===== config.mk =====
export PLATFORM = sky130hd
export DESIGN_NAME = mario_anim_ctrl
export DESIGN_NICKNAME = d
export VERILOG_FILES = /design/src/rtl/mario_pkg.sv /design/src/rtl/mario_frame_counter.sv /design/src/rtl/mario_anim_ctrl.sv
export SDC_FILE = /design/constraint.sdc
export NUM_CORES = 1
export LEC_CHECK = 0
export CAP_MARGIN = 20
export CORE_UTILIZATION = 58
export CTS_CLUSTER_SIZE = 16
export DETAILED_ROUTE_END_ITERATION = 12
export PLACE_DENSITY = 0.77
export SYNTH_ARGS = -nofsm -noshare
export SYNTH_HDL_FRONTEND = slang
export SYNTH_HIERARCHICAL = 1
export SYNTH_SLANG_ARGS = --single-unit

===== constraint.sdc =====
create_clock -name clk25 -period 5.2 [get_ports clk25]
set_clock_uncertainty 0.15 [all_clocks]
set_input_delay 1.04 -clock clk25 [delete_from_list [all_inputs] [get_ports clk25]]
set_output_delay 1.04 -clock clk25 [all_outputs]
set_load 0.01 [all_outputs]

===== src/rtl/mario_pkg.sv =====
// rtl/mario_pkg.sv - shared encodings for the Mario sprite-select sequencer
// Contents: pos encodings for the 4-to-1 sprite mux, the animation state enum,
// facing constants and a helper that builds the mux select.
package mario_pkg;

  localparam logic [2:0] POS_STDBACK  = 3'b000;
  localparam logic [2:0] POS_WKBACK   = 3'b001;
  localparam logic [2:0] POS_STDFRONT = 3'b010;
  localparam logic [2:0] POS_WKFRONT  = 3'b011;
  localparam int         POS_BLANK_BIT = 2;

  localparam logic FACE_LEFT  = 1'b0;
  localparam logic FACE_RIGHT = 1'b1;

  typedef enum logic [1:0] {
    IDLE     = 2'd0,
    WALK_WK  = 2'd1,
    WALK_STD = 2'd2,
    SKID     = 2'd3
  } anim_state_e;

  // Unblanked mux select for a given facing and walk frame.
  function automatic logic [2:0] pos_sel(input logic face, input logic wk);
    logic [2:0] sel;
    case ({face, wk})
      2'b00:   sel = POS_STDBACK;
      2'b01:   sel = POS_WKBACK;
      2'b10:   sel = POS_STDFRONT;
      default: sel = POS_WKFRONT;
    endcase
    return sel;
  endfunction

endpackage


===== src/rtl/mario_frame_counter.sv =====
// rtl/mario_frame_counter.sv - tick-qualified 8-bit frame counter
// Ports:
//   clk_i, rst_ni : clock, asynchronous active-low reset (count resets to 0)
//   tick_i        : frame tick; counting only happens on ticks
//   clr_i         : load LOAD (any cycle, wins over counting)
//   en_i          : count enable, qualified by tick_i
//   cnt_o         : current count
//   term_o        : cnt_o == TERM
module mario_frame_counter #(
  parameter logic [7:0] TERM = 8'd0,
  parameter logic [7:0] LOAD = 8'd0,
  parameter bit         DOWN = 1'b0
) (
  input  logic       clk_i,
  input  logic       rst_ni,
  input  logic       tick_i,
  input  logic       clr_i,
  input  logic       en_i,
  output logic [7:0] cnt_o,
  output logic       term_o
);

  logic [7:0] cnt_q, cnt_d;

  always_comb begin
    cnt_d = cnt_q;
    if (clr_i) begin
      cnt_d = LOAD;
    end else if (tick_i && en_i) begin
      cnt_d = DOWN ? (cnt_q - 8'd1) : (cnt_q + 8'd1);
    end
  end

  always_ff @(posedge clk_i or negedge rst_ni) begin
    if (!rst_ni) begin
      cnt_q <= 8'd0;
    end else begin
      cnt_q <= cnt_d;
    end
  end

  assign cnt_o  = cnt_q;
  assign term_o = (cnt_q == TERM);

endmodule


===== src/rtl/mario_anim_ctrl.sv =====
// rtl/mario_anim_ctrl.sv - Mario walk/skid animation sequencer driving the sprite mux
// Optional hurt blinking is built when MARIO_ANIM_BLINK_EN is defined.
// Ports:
//   clk25      : 25 MHz pixel clock
//   rst_n      : asynchronous active-low reset
//   frame_tick : one-cycle pulse per video frame; all timing counts these
//   move_left  : level, player holds left
//   move_right : level, player holds right
//   hurt       : one-cycle pulse, starts blinking (blink build only)
//   pos        : sprite select {blank, facing, walk frame}
//   facing     : 0 = left (back sprites), 1 = right (front sprites)
//   walking    : 1 while in a walk state
module mario_anim_ctrl
  import mario_pkg::*;
#(
  parameter int unsigned STEP_FRAMES  = 8,
  parameter int unsigned SKID_FRAMES  = 4,
  parameter int unsigned BLINK_FRAMES = 60
) (
  input  logic       clk25,
  input  logic       rst_n,
  input  logic       frame_tick,
  input  logic       move_left,
  input  logic       move_right,
  input  logic       hurt,
  output logic [2:0] pos,
  output logic       facing,
  output logic       walking
);

  anim_state_e state_q, state_d;
  logic        facing_q, facing_d;
  logic [2:0]  pos_q;
  logic        walking_q;

  logic step_clr, step_inc, step_term;
  logic skid_clr, skid_inc, skid_term;
  logic [7:0] step_cnt, skid_cnt;
  logic [15:0] cnt_unused;

  // Both keys held decodes as no request.
  logic dir_valid, dir_face, dir_same, dir_opp;
  assign dir_valid = move_left ^ move_right;
  assign dir_face  = move_right ? FACE_RIGHT : FACE_LEFT;
  assign dir_same  = dir_valid && (dir_face == facing_q);
  assign dir_opp   = dir_valid && (dir_face != facing_q);

  always_comb begin
    state_d  = state_q;
    facing_d = facing_q;
    step_clr = 1'b0;
    step_inc = 1'b0;
    skid_clr = 1'b0;
    skid_inc = 1'b0;
    if (frame_tick) begin
      case (state_q)
        IDLE: begin
          if (dir_same) begin
            state_d  = WALK_WK;
            step_clr = 1'b1;
          end else if (dir_opp) begin
            facing_d = ~facing_q;
            state_d  = SKID;
            skid_clr = 1'b1;
          end
        end
        WALK_WK, WALK_STD: begin
          if (dir_opp) begin
            facing_d = ~facing_q;
            state_d  = SKID;
            skid_clr = 1'b1;
          end else if (dir_same) begin
            if (step_term) begin
              state_d  = (state_q == WALK_WK) ? WALK_STD : WALK_WK;
              step_clr = 1'b1;
            end else begin
              step_inc = 1'b1;
            end
          end else begin
            state_d = IDLE;
          end
        end
        default: begin // SKID
          // A reversal mid-skid takes priority over finishing the skid.
          if (dir_opp) begin
            facing_d = ~facing_q;
            skid_clr = 1'b1;
          end else if (skid_term) begin
            state_d  = dir_same ? WALK_WK : IDLE;
            step_clr = dir_same;
          end else begin
            skid_inc = 1'b1;
          end
        end
      endcase
    end
  end

  always_ff @(posedge clk25 or negedge rst_n) begin
    if (!rst_n) begin
      state_q   <= IDLE;
      facing_q  <= FACE_RIGHT;
      pos_q     <= POS_STDFRONT;
      walking_q <= 1'b0;
    end else begin
      state_q   <= state_d;
      facing_q  <= facing_d;
      pos_q     <= pos_sel(facing_d, state_d == WALK_WK);
      walking_q <= (state_d == WALK_WK) || (state_d == WALK_STD);
    end
  end

  mario_frame_counter #(
    .TERM (8'(STEP_FRAMES - 1)),
    .LOAD (8'd0),
    .DOWN (1'b0)
  ) u_step (
    .clk_i  (clk25),
    .rst_ni (rst_n),
    .tick_i (frame_tick),
    .clr_i  (step_clr),
    .en_i   (step_inc),
    .cnt_o  (step_cnt),
    .term_o (step_term)
  );

  mario_frame_counter #(
    .TERM (8'(SKID_FRAMES - 1)),
    .LOAD (8'd0),
    .DOWN (1'b0)
  ) u_skid (
    .clk_i  (clk25),
    .rst_ni (rst_n),
    .tick_i (frame_tick),
    .clr_i  (skid_clr),
    .en_i   (skid_inc),
    .cnt_o  (skid_cnt),
    .term_o (skid_term)
  );

  // Only the terminal flags drive the FSM; the raw counts are not needed here.
  assign cnt_unused = {step_cnt, skid_cnt};

`ifdef MARIO_ANIM_BLINK_EN
  logic [7:0] blink_cnt;
  logic       blink_zero;
  logic       blank;

  // Down-counter: hurt reloads on any cycle, ticks decrement until zero.
  mario_frame_counter #(
    .TERM (8'd0),
    .LOAD (8'(BLINK_FRAMES)),
    .DOWN (1'b1)
  ) u_blink (
    .clk_i  (clk25),
    .rst_ni (rst_n),
    .tick_i (frame_tick),
    .clr_i  (hurt),
    .en_i   (~blink_zero),
    .cnt_o  (blink_cnt),
    .term_o (blink_zero)
  );

  // Blank alternating 2-frame slots while the blink is running.
  assign blank = ~blink_zero & blink_cnt[1];
  assign pos   = pos_q | (3'(blank) << POS_BLANK_BIT);
`else
  logic hurt_unused;
  assign hurt_unused = hurt;
  assign pos         = pos_q;
`endif

  assign facing  = facing_q;
  assign walking = walking_q;

  always_ff @(posedge clk25) begin
    assert (STEP_FRAMES != 0 && SKID_FRAMES != 0)
      else $error("mario_anim_ctrl: STEP_FRAMES and SKID_FRAMES must be nonzero");
  end

endmodule

* After elaboration in Yosys (flattened, before gate mapping)
Index checks and enable logic that the tools add are counted.
Word-level totals: register bits after elaboration 23, input port bits 6, output and inout bits 5, word-level logic and storage cells 73
Cells by class: add/sub/neg operators 2, eq/ne operators 10, mux-type cells 42, bitwise gates (word level) 2, reduce and logical (&&, ||, !) cells 11
Operators with widths (number):
- $mux 8 | 4
- $mux 1 | 26
- $mux 2 | 9
- $add 8x1->8 const B | 2
- $eq 8x2->1 const B | 1
- $eq 8x3->1 const B | 1
- $eq 2x1->1 const B | 3
- $eq 2x2->1 const B | 3
- $pmux 2 s3 | 1
- $logic_and 1x1->1 | 4
- $logic_not 2->1 | 2
- $pmux 2 s2 | 1
- $reduce_bool 2->1 | 2
- $reduce_or 3->1 | 1
- $pmux 1 s2 | 1
- $reduce_or 2->1 | 1
- $eq 1x1->1 | 1
- $logic_or 1x1->1 | 1
- $ne 1x1->1 | 1
- $not 1->1 | 1
- $xor 1x1->1 | 1

* Logic depth before layout (Yosys ltp)
Gate-level depths: netlist of the first run.
depth after elaboration 11, gate-level depth with buffers 9, gate-level depth less buffers 9

* By module
Netlist of the first run, hierarchy kept.
Modules (own cells, without submodules):
- mario_anim_ctrl | times used 1, cells each 65, area each 513.0 um^2, seq. area each 126.4 um^2
- mario_frame_counter at u_skid | times used 1, cells each 43, area each 407.9 um^2, seq. area each 200.2 um^2
- mario_frame_counter at u_step | times used 1, cells each 43, area each 406.6 um^2, seq. area each 200.2 um^2

* Worst setup path after synthesis of the first run
OpenSTA, ideal clock, no wires.
path kind input -> register, start input move_left, end register u_step.cnt_q[5], in the netlist u_step/cnt_o[5], library setup time 0.078 ns, arrival 2.619 ns, required time 4.972 ns, setup slack 2.353 ns, stages 7, buffers on the path 0, cell sequence nand2b_1 mux2i_1 nand2_1 nor3b_1 nand2_2 or4_1 a21oi_1
On the way: cells in the longest elaborated chain, start to end 8, elaborated cells between the ends (all ways) 17, those cells by class mux: 12; bitwise: 1; reduce/logical: 4
Ends and longest elaborated chain:
- from (decl) | RTL line mario_anim_ctrl.sv:23 | input logic move_left,
- $xor 1x1->1 (*) | RTL line mario_anim_ctrl.sv:43 | assign dir_valid = move_left ^ move_right;
- $logic_and 1x1->1 | RTL line mario_anim_ctrl.sv:45 | assign dir_same = dir_valid && (dir_face == facing_q);
- $mux 1 | RTL line mario_anim_ctrl.sv:72 | end else if (dir_same) begin
- $mux 1 (*) | RTL line mario_anim_ctrl.sv:68 | if (dir_opp) begin
- $mux 1 (*) | RTL line mario_anim_ctrl.sv:56 | case (state_q)
- $mux 1 (*) | RTL line mario_anim_ctrl.sv:55 | if (frame_tick) begin
- named net step_inc | RTL line mario_anim_ctrl.sv:36 | logic step_clr, step_inc, step_term;
- $logic_and 1x1->1 (*) | RTL line mario_frame_counter.sv:29 | end else if (tick_i && en_i) begin
- $reduce_bool 2->1 (no line) (*)
- to (signal assigned) | RTL line mario_frame_counter.sv:38 | cnt_q <= cnt_d;
- to (decl) | RTL line mario_frame_counter.sv:23 | logic [7:0] cnt_q, cnt_d;
Mark *: on every way through the listed nets, which the timed path passes. The rest lies on a longest branch. A chain may end at the register's enable or synchronous reset.

* Worst setup path in the final report of the first run
start input frame_tick, end register u_step.cnt_q[5], in the netlist u_step/cnt_o[5]
On the way: cells in the longest elaborated chain, start to end 3, elaborated cells between the ends (all ways) 5, those cells by class mux: 3; reduce/logical: 2
Ends and longest elaborated chain:
- from (decl) | RTL line mario_anim_ctrl.sv:22 | input logic frame_tick,
- $mux 1 | RTL line mario_anim_ctrl.sv:55
- named net step_inc | RTL line mario_anim_ctrl.sv:36
- $logic_and 1x1->1 | RTL line mario_frame_counter.sv:29
- $reduce_bool 2->1 (no line)
The timed path passes the listed nets, and every way through them passes these cells.

==> impl_metrics.ini, run 1 <==
[setup_path]
endpoint_kind = flip-flop
crit_path_cell_trace = clkdlybuf4s50_1 -> nand2_1 -> nor3b_1 -> nand2_2 -> or4_1 -> a21oi_1
r2r-end = walking
timing.rr.start = u_step/cnt_o[0]
crit_start = frame_tick
cpMaxStageDelayCell = clkdlybuf4s50_1
arrival_ns = 3.47
crit_path_max_incr_delay_ns = 0.86
crit_cells = 6
required_ns = 5.29
crit_family = simple AND/OR/NAND/NOR gates
worstPathMaxFanout = 18
path_buf_inv = 1
crit_path_start_kind = input pin
ff2ff_setup_slack_ns = 2.45
reg2reg_depth = 9
crit_type = in2reg
cp-endpoint = u_step/cnt_o[5]

[timing]
relSlewSlack_pct = 35.1
fmax_ghz = 0.296
finalSetupViolCount = 0
finalSetupTns_ns = 0
finalMaxSlewViolations = 0
finalWorstSetupSlack_ns = 1.82
period_share_pct = 65.0
worst_pin_slew_ns = 0.968
rsz0062_at_grt = false
post-route-min-period_ns = 3.38
hold_viol = 0

[detailed_routing]
ant_nets = 0
drt_iter0_drc = 40
num_vias = 1143
drc = 0
wl_per_cell_um = 15.1
via_per_inst = 6.21
first_pass_iters = 4
wirelength_um = 2770

[pwr]
ir_drop_uv = 212
powerDensity_nw_per_um2 = 324
p_leak_uw = 0.000604

[synthesis]
yosysTopAreaCellShare_pct = 37.7
synthCells = 151
synthArstFlopShare_pct = 100
ys_seq_elements = 21
yosysWarnings = 6
yosys-top-cells-count = dfrtp_1 (20), a21oi_1 (17), nor2_1 (11)
synth_ff_type = dfrtp_1
synth_area_per_cell_sq_um = 8.79
syn_area_sq_um = 1330
ys_seq_area_share_pct = 39.7
synth.most_common_cell = dfrtp_1
yosysUniqueCellTypes = 39
synth_top_cell_by_area = dfrtp_1
synth_area_leaders = dfrtp_1 (38%), a21oi_1 (6.4%), ha_1 (5.7%), nor2_1 (3.1%), inv_1 (2.8%)
syn_nets = 163
synth_edf_count = 0

[hold_path]
hold_class = reg2reg

[floorplan]
core_sq_um = 2060
rows = 16
dieArea_sq_um = 2480
die_w_um = 49.8
initial_utilization_pct = 64.4
die_h_um = 49.8
ios = 11

[job]
max_cap_viol_count = 0

[cts]
post_cts_buffers = 0
numCtsBuffers = 3
cts_tree = yes
cts.sink_count = 21
h-tree-depth = 1
clk_pin_slew_ns = 0.12
clkLatencyLatePin_ns = 0.30
cts_hold_buf = 0
root_buffer = clkbuf_4
cts_resized = 0
clockBufferDepth = 2

[grt]
grt_max_degree = 22
antenna_found_initial = 0
first_global_vias = 1169
grt-ovfl-total = 0
grt_usage_pct = 25.5
grt_pass1_wl_um = 4860

[layout]
fin_area_sq_um = 1460
nNetsFinal = 170
final_core_util_pct = 70.8
area_growth_pct = 9.99
layout-drive-gt1-share_pct = 8.28
antennaDiodeCount = 0

[place]
io_buffers = 8
dpl_worst_slack_ns = 1.53
dp_hpwl_um = 2000
place_congestion = 0.846
dpl_cell_area_sq_um = 1410

[status]
status = completed
-- per-stage QoR --
step	instances	hold slack, ns	total power [uW]
global placement	179	0.384	381
finish	184	0.421	473
global route	184	0.450	506
floorplan	151	0.369	339
CTS	183	0.426	473
detailed placement	179	0.409	392
-- power breakdown --
group,internal [uW],switching (uW),leakage (uW)
clock,29.9,51.4,0.0000150
combinational,79.1,93.9,0.000306
sequential,190,28.1,0.000283
total,299,173,0.000604
-- logic make-up after synthesis --
logic type	count (synthesis)	share of synthesized area, %
AOI/OAI and AO/OA	41	20.0
xor gates and xnor gates	4	2.64
adders and majority gates	6	5.65
buffers and inverters	17	5.47
DFF	21	39.7
muxes	3	2.54
other	1	0.282
and+or+nand+nor	58	23.8
-- worst min-delay path, stage by stage (launching register included) --
cell     delay (ns)
dfrtp_1        0.42
nand2_1        0.06
a21oi_1        0.06
-- cell usage in the layout (no fill, tap or decap), drive strengths merged, types with 5 or more instances in the layout --
cell,instances
nand2,12
nor2,11
inv,10
dfrtp,20
o31ai,5
ha,6
o21ai,7
a21oi,17
clkdlybuf4s50,8
or3,6
nand3,9
-- worst min-delay path by stage --
| stage | startpoint | end | cells after the start |
|---|---|---|---|
| detailed placement | u_step/cnt_o[7] | u_step/cnt_o[7] | 2 |
| CTS | u_step/cnt_o[7] | u_step/cnt_o[7] | 2 |
| finish | u_step/cnt_o[1] | u_step/cnt_o[1] | 2 |
| global route | u_step/cnt_o[1] | u_step/cnt_o[1] | 2 |
| floorplan | u_skid/cnt_o[7] | u_skid/cnt_o[7] | 2 |
| global placement | u_step/cnt_o[7] | u_step/cnt_o[7] | 2 |
-- flip-flops by register name, indices dropped and copies added (netlist names) --
signal,flops
u_skid/cnt_o,8
u_step/cnt_o,8
state_q,2
pos,2
walking,1
-- layout make-up --
cell class              instances  area, sq um
flip-flops and latches         21          527
repair buffers                  9          108
fillers                       166          602
inverters                      10         37.5
clock buffers                   4         26.3
multi-input cells             113          728
well taps                      27         33.8
-- per-layer routing --
layer	GRT usage (%)	up-vias	share of wire, %
met2	44.6	27	51
li1	-	558	-
met1	30.2	550	44
met3	4.01	8	3.0
met5	0	-	0
met4	11.9	0	1.8
Power figures use the tool's default switching activity.
==> inputs of run 2 (changes only) <==
--- a/config.mk
+++ b/config.mk
@@ -6,10 +6,10 @@
 export NUM_CORES = 1
 export LEC_CHECK = 0
 export CAP_MARGIN = 20
-export CORE_UTILIZATION = 58
+export CORE_UTILIZATION = 51
 export CTS_CLUSTER_SIZE = 16
 export DETAILED_ROUTE_END_ITERATION = 12
-export PLACE_DENSITY = 0.77
+export PLACE_DENSITY = 0.71
 export SYNTH_ARGS = -nofsm -noshare
 export SYNTH_HDL_FRONTEND = slang
 export SYNTH_HIERARCHICAL = 1
==> constraint.sdc (replaced) <==
create_clock -name clk25 -period 2.8 [get_ports clk25]
set_clock_uncertainty 0.15 [all_clocks]
set_input_delay 0.56 -clock clk25 [delete_from_list [all_inputs] [get_ports clk25]]
set_output_delay 0.56 -clock clk25 [all_outputs]
set_load 0.01 [all_outputs]
==> impl_metrics.ini, run 2 (synthesis results as in run 1) <==
[status]
status = finished, violations left
violations = DRC

[floorplan]
core_sq_um = 2480
initial_utilization_pct = 53.6
die_h_um = 53.0
ios = 11
rows = 18
die_w_um = 53.0
dieArea_sq_um = 2810

[hold_path]
hold_class = in2async

[timing]
finalWorstSetupSlack_ns = 0.297
post-route-min-period_ns = 2.50
period_share_pct = 89.4
finalMaxSlewViolations = 0
finalSetupTns_ns = 0
fmax_ghz = 0.400
holdWs_ns = 0.425
hold_viol = 0
finalSetupViolCount = 0
rsz0062_at_grt = false

[grt]
grt_usage_pct = 21.3
antenna_found_initial = 0
grt_max_degree = 22
first_global_vias = 1055
grt_pass1_wl_um = 4480
grt-ovfl-total = 0

[place]
place_congestion = 0.735
io_buffers = 8
dp_hpwl_um = 2120
dpl_worst_slack_ns = 0.0654

[cts]
clk_pin_slew_ns = 0.13
root_buffer = clkbuf_4
cts.sink_count = 21
cts_tree = yes
cts_resized = 0
numCtsBuffers = 3
clockBufferDepth = 2
h-tree-depth = 1
clkLatencyLatePin_ns = 0.30
post_cts_buffers = 0
cts_hold_buf = 0

[layout]
final_core_util_pct = 62.3
layout_commonest_cell = dfrtp_1
antennaDiodeCount = 0
layout-drive-gt1-share_pct = 15.9
nNetsFinal = 183
area_growth_pct = 16.2
layout_common_cells = dfrtp_1 (20), a21oi_1 (17), buf_4 (14), nor2_1 (11)

[setup_path]
crit_path_cell_trace = clkdlybuf4s50_1 -> nand2b_1 -> mux2i_1 -> nand2_1 -> nor3b_1 -> buf_4 -> nand2_2 -> or4_1 -> a21oi_1
arrival_ns = 2.59
endpoint_kind = flip-flop
cpMaxStageDelayCell = or4_1
crit_path_start_kind = input pin
crit_type = in2reg
required_ns = 2.88
crit_family = simple AND/OR/NAND/NOR gates
ff2ff_setup_slack_ns = 0.31
path_buf_inv = 2
worstPathMaxFanout = 7
crit_path_max_incr_delay_ns = 0.51

[detailed_routing]
via_per_inst = 5.83
drc = 2
first_pass_iters = 8
num_vias = 1165
ant_nets = 0
wl_per_cell_um = 14.4
wirelength_um = 2880
drt_iter0_drc = 51

[pwr]
ir_drop_uv = 437
powerDensity_nw_per_um2 = 581
power_uw = 896
p_leak_uw = 0.000662

[job]
max_cap_viol_count = 0
[run 2: layer usage]
| metal | GRT usage [%] | vias to the layer above | routed length (um) |
|---|---|---|---|
| met5 | 0 | - | 0 |
| met1 | 26.9 | 550 | 1360 |
| met2 | 38.2 | 24 | 1380 |
| li1 | - | 587 | - |
| met3 | 2.59 | 4 | 108 |
| met4 | 4.82 | 0 | 27 |
[run 2: worst paths after layout]
check,depth (start not counted),end,startpoint
setup reg to reg,10,walking,u_step/cnt_o[0]
max in group asynchronous,2,pos[1],rst_n
hold / removal,2,u_skid/cnt_o[5],rst_n
setup / recovery,9,u_step/cnt_o[7],move_left
hold reg to reg,2,u_skid/cnt_o[7],u_skid/cnt_o[7]
min in group clk25,2,u_skid/cnt_o[7],u_skid/cnt_o[7]
[run 2: stage by stage]
step,area (sq um),std cells
finish,1540,200
global route,1540,200
CTS,1540,200
detailed placement,1520,196
global placement,1520,196
floorplan,1330,151
[run 2: final cells by class]
class                   count  area (sq um)
fillers                   224           935
multi-input cells         113           728
flip-flops and latches     21           527
repair buffers             22           185
inverters                  10          37.5
well taps                  30          37.5
clock buffers               3          22.5
clock inverters             1          5.00
[run 2: report_power, final]
part,total (uW),internal (uW),switching (uW)
Combinational,340,162,179
Clock,149,53.1,96.0
Sequential,407,354,53.4
==> inputs of run 3 (changes only) <==
--- a/config.mk
+++ b/config.mk
@@ -7,6 +7,7 @@
 export LEC_CHECK = 0
 export CAP_MARGIN = 20
 export CORE_UTILIZATION = 51
+export CTS_CLUSTER_DIAMETER = 80
 export CTS_CLUSTER_SIZE = 16
 export DETAILED_ROUTE_END_ITERATION = 12
 export PLACE_DENSITY = 0.71
==> results of run 3 <==
No change in the layout: final DEF, timing and power equal those of run 2.
